`src/rtl/ram_pkg.sv`:
```
// Shared constants and types for the two-port RAM arbiter.
package ram_pkg;

  localparam int RAM_DATA_W   = 8;
  localparam int RAM_ADDR_W   = 6;
  localparam int READ_LATENCY = 1;

  typedef enum logic {
    REQ0 = 1'b0,
    REQ1 = 1'b1
  } req_id_e;

endpackage

```
`src/rtl/rr_arb2.sv`:
```
// Two-way round-robin arbiter: combinational grants, priority flips after every grant.
module rr_arb2
  import ram_pkg::*;
(
  input  logic clock,
  input  logic reset_n,
  input  logic req0,
  input  logic req1,
  output logic gnt0,
  output logic gnt1
);

  req_id_e prio_q;
  req_id_e prio_d;

  // Grants are gated by reset_n so nothing transfers while reset is held.
  always_comb begin
    gnt0 = reset_n & req0 & (~req1 | (prio_q == REQ0));
    gnt1 = reset_n & req1 & (~req0 | (prio_q == REQ1));
  end

  always_comb begin
    prio_d = prio_q;
    if (gnt0) begin
      prio_d = REQ1;
    end else if (gnt1) begin
      prio_d = REQ0;
    end
  end

  always_ff @(posedge clock or negedge reset_n) begin
    if (!reset_n) begin
      prio_q <= REQ0;
    end else begin
      prio_q <= prio_d;
    end
  end

endmodule

```
`src/rtl/ram_arbiter.sv`:
```
// Shares one synchronous single-port RAM between two requesters, one access per cycle.
module ram_arbiter
  import ram_pkg::*;
#(
  parameter int DATA_W = RAM_DATA_W,
  parameter int ADDR_W = RAM_ADDR_W
) (
  input  logic              clock,
  input  logic              reset_n,
  input  logic              req0,
  input  logic              req1,
  input  logic              we0,
  input  logic              we1,
  input  logic [ADDR_W-1:0] addr0,
  input  logic [ADDR_W-1:0] addr1,
  input  logic [DATA_W-1:0] wdata0,
  input  logic [DATA_W-1:0] wdata1,
  output logic              gnt0,
  output logic              gnt1,
  output logic              rvalid0,
  output logic              rvalid1,
  output logic [DATA_W-1:0] rdata0,
  output logic [DATA_W-1:0] rdata1,
  output logic              ram_we,
  output logic [ADDR_W-1:0] ram_addr,
  output logic [DATA_W-1:0] ram_data_in,
  input  logic [DATA_W-1:0] ram_q
);

  logic    rvalid_q;
  logic    rvalid_d;
  req_id_e owner_q;
  req_id_e owner_d;

  rr_arb2 u_arb (
    .clock   (clock),
    .reset_n (reset_n),
    .req0    (req0),
    .req1    (req1),
    .gnt0    (gnt0),
    .gnt1    (gnt1)
  );

  always_comb begin
    ram_we      = 1'b0;
    ram_addr    = '0;
    ram_data_in = '0;
    if (gnt0) begin
      ram_we      = we0;
      ram_addr    = addr0;
      ram_data_in = wdata0;
    end else if (gnt1) begin
      ram_we      = we1;
      ram_addr    = addr1;
      ram_data_in = wdata1;
    end
  end

  // The RAM registers its output, so a read granted now returns on the next cycle.
  always_comb begin
    rvalid_d = (gnt0 & ~we0) | (gnt1 & ~we1);
    owner_d  = gnt1 ? REQ1 : REQ0;
  end

  always_ff @(posedge clock or negedge reset_n) begin
    if (!reset_n) begin
      rvalid_q <= 1'b0;
      owner_q  <= REQ0;
    end else begin
      rvalid_q <= rvalid_d;
      owner_q  <= owner_d;
    end
  end

  always_comb begin
    rvalid0 = rvalid_q & (owner_q == REQ0);
    rvalid1 = rvalid_q & (owner_q == REQ1);
    rdata0  = ram_q;
    rdata1  = ram_q;
  end

endmodule

```
`config.mk`:
```
export PLATFORM = sky130hd
export DESIGN_NAME = ram_arbiter
export DESIGN_NICKNAME = d
export VERILOG_FILES = /design/src/rtl/ram_pkg.sv /design/src/rtl/rr_arb2.sv /design/src/rtl/ram_arbiter.sv
export SDC_FILE = /design/constraint.sdc
export NUM_CORES = 1
export LEC_CHECK = 0
export CELL_PAD_IN_SITES_DETAIL_PLACEMENT = 0
export CELL_PAD_IN_SITES_GLOBAL_PLACEMENT = 2
export CORE_MARGIN = 3
export CORE_UTILIZATION = 10
export CTS_BUF_LIST = sky130_fd_sc_hd__clkbuf_4 sky130_fd_sc_hd__clkbuf_8
export DETAILED_ROUTE_END_ITERATION = 12
export PLACE_DENSITY_LB_ADDON = 0.1
export SLEW_MARGIN = 20
export SYNTH_ARGS = -nofsm -noshare
export SYNTH_HDL_FRONTEND = slang
export SYNTH_SLANG_ARGS = --single-unit
export TNS_END_PERCENT = 5
```
`constraint.sdc`:
```
create_clock -name clock -period 1.8 [get_ports clock]
set_input_delay 0.27 -clock clock [delete_from_list [all_inputs] [get_ports clock]]
set_output_delay 0.27 -clock clock [all_outputs]
set_load 0.02 [all_outputs]
```
==> results.md <==
- Total CTS buffers: 3
- Post-synth ARST share: 100%
- Synth top area cells: buf_4 23%, nand2_1 22%, o22ai_1 18%
- Max-cap viol count: 0
- Post-route cell area: 1030 sq um
- Routed length per instance: 10.8 um
- Top cell type's share of synthesized area: 22.9%
- Dpl cells: 187
- Routability cong.: 0.610
- Critical path's slowest cell: clkdlybuf4s50_1
- Num rows: 25
- Die span in y: 78.4 um
- Pleak: 0.463 nW
- Yosys warning total: 0
- H-tree depth: 1
- Crit-path max FO: 35
- Crit share post-route: 96.5%
- Synth Area per Inst: 6.32 sq um
- Final Max Slew Viols: 0
- Layout cells sized above 1: 25.6%
- Synth cell count leaders: 31 x nand2_1, 16 x buf_4, 15 x o22ai_1
- First-pass GRT wire length: 3220 um
- Pwr dens: 549 nW/um^2
- Synthesized flop and latch total: 3
- Post-synth EDFFs: 0
- Total Power: 567 uW
- Die area: 6150 sq um
- Hold-fix buffers, CTS: 0
- Crit. Startpoint: reset_n
- RSZ-0062 raised after global routing: no
- Vias in the first global route: 627
- Net Count, Synth: 125
- Crit path required time: 1530 ps
- Clock latency on the worst-skew pair: 210 ps
- Min-delay src: req1
- Worst-Margin Slew: 217 ps
- Layout Nets: 168
- Die width: 78.4 um
- GRT Total Usage: 6.59%
- Initial antenna violation count: 0
- TNS Setup: 0 ps
- Via/cell ratio: 3.46
- Worst path cell trace: clkdlybuf4s50_1 > buf_12 > nand2_1 > o22ai_1 > clkdlybuf4s15_2
- Tightest Hold Check Type: input port to flip-flop
- Tmin final: 1740 ps
- Outcome: completed
- Skew final: 0.599 ps
- I/O Pins: 77
- Startpoint Class: input port
- Synth area leader: buf_4
- First-pass DRT Iterations: 4
- DP Area: 1040 sq um
- Rel. slew slack: 85.5%
- Gate Count Post-Synth: 83
- Number of buffer cells added on primary ports: 52
- Clock tree buffer depth: 2
- Area Growth Syn to Fin: 97.1%
- Post-layout util: 21.2%
- Setup CP Type: input port to output pin
- CP max stage delay: 510 ps
- Starting Density: 10.7%
- Post-Route WL: 2070 um
- ANT cells: 0
- Setup Viol. Count Final: 0
- Core Region: 4880 sq um
- Most frequent cell after synthesis: nand2_1
- Largest net degree at the start of global routing: 36
- Post-route ant nets: 0
- Final non-filler cell total: 192
- Routed vias: 665
- DRC: 0
- Clock root buffer: clkbuf_8
- Arrival @ worst endpoint: 1470 ps
- Clk sinks: 3
- Total grt overflow: 0
- Final hold violation count: 0
- Netlist Area Pre-Place: 524 sq um
- Worst vdd ir: 256 uV
- Crit Reg-Reg Startpoint: u_arb.prio_q
- Yosys cell types: 17
- Crit end category: output pin
- Initial DRC count: 17
- Sequential cell area fraction in the yosys report: 14.3%
- CTS tree: yes
- Post-detail-place hpwl: 1610 um
- Clock slew at reported path FFs: 30 ps
- Synth Flop Type: dfrtp_1
- Max Freq: 575 MHz
## state kept, by name (all words and copies together) (netlist names)
| register | flops |
|---|---|
| u_arb.prio_q | 1 |
| owner_q | 1 |
| rvalid_q | 1 |
## critical path: cells and delay by family
kind | cells | cell delay, ps
buf+inv | 3 | 980
compound gates | 1 | 140
simple gates | 1 | 70
## stage by stage
stage | hold slack, ps | setup slack, ps
after floorplan | -25.6 | 461
after global placement | 540 | -368
after detailed placement | 540 | -386
after CTS | 424 | -15.0
after global routing | 407 | 8.19
final | 377 | 62.3
## routing by layer
metal / share of wire, % / wire [um] / track usage (%)
met1: 43 / 892 / 8.19
met2: 49 / 1010 / 10.7
met3: 8.2 / 170 / 2.52
met4: 0 / 0 / 1.57
met5: 0 / 0 / 0
## placed cells by master (no fill, tap or decap), drive strengths merged
cell,count
clkdlybuf4s50,33
nand2,32
buf,23
o22ai,15
clkbuf,5
dfrtp,3
nor2,2
inv,2
o21ai,1
nor2b,1
and2,1
nand2b,1
o32ai,1
a21oi,1
a31oi,1
dlygate4sd2,1
dlymetal6s2s,1
clkdlybuf4s15,1
## cell families (layout without fill, tap and decap cells)
| logic type | Yosys count | after routing | share of synthesized area, % |
|---|---|---|---|
| AO/OA/AOI/OAI | 19 | 19 | 24.8 |
| buffers and inverters | 24 | 66 | 32.5 |
| flip-flops | 3 | 3 | 14.3 |
| AND/OR/NAND/NOR | 37 | 37 | 28.4 |
## final timing paths
path	end	slack, ps	cells past startpoint
worst max-delay path	ram_addr[2]	60	5
worst min-delay path	u_arb.prio_q	380	2
worst max register to register	rvalid_q	740	4
worst min register to register	u_arb.prio_q	570	1
max in group asynchronous	u_arb.prio_q	1120	3
min in group asynchronous	owner_q	420	2
## area by class of cell
cell class,instances,area (sq um)
clock buffers,4,48.8
well taps,67,83.8
inverters,2,7.51
flip-flops and latches,3,75.1
fillers,580,3850
repair buffers,60,539
multi-input cells,56,279
## report_power, final
| group | leakage [nW] | internal [mW] | total (mW) | switching, mW |
|---|---|---|---|---|
| registers | 0.0375 | 0.0756 | 0.0837 | 0.00811 |
| logic | 0.399 | 0.144 | 0.274 | 0.130 |
| clock network | 0.0262 | 0.166 | 0.209 | 0.0433 |
## timing repair
item                                    in CTS  in global routing
cloned                                       1                  0
gates resized for setup                     57                 15
endpoints found under the setup margin      17                 15
pin swaps                                    1                  0
buffers inserted                             0                  0
(Power assumes the default switching activity.)
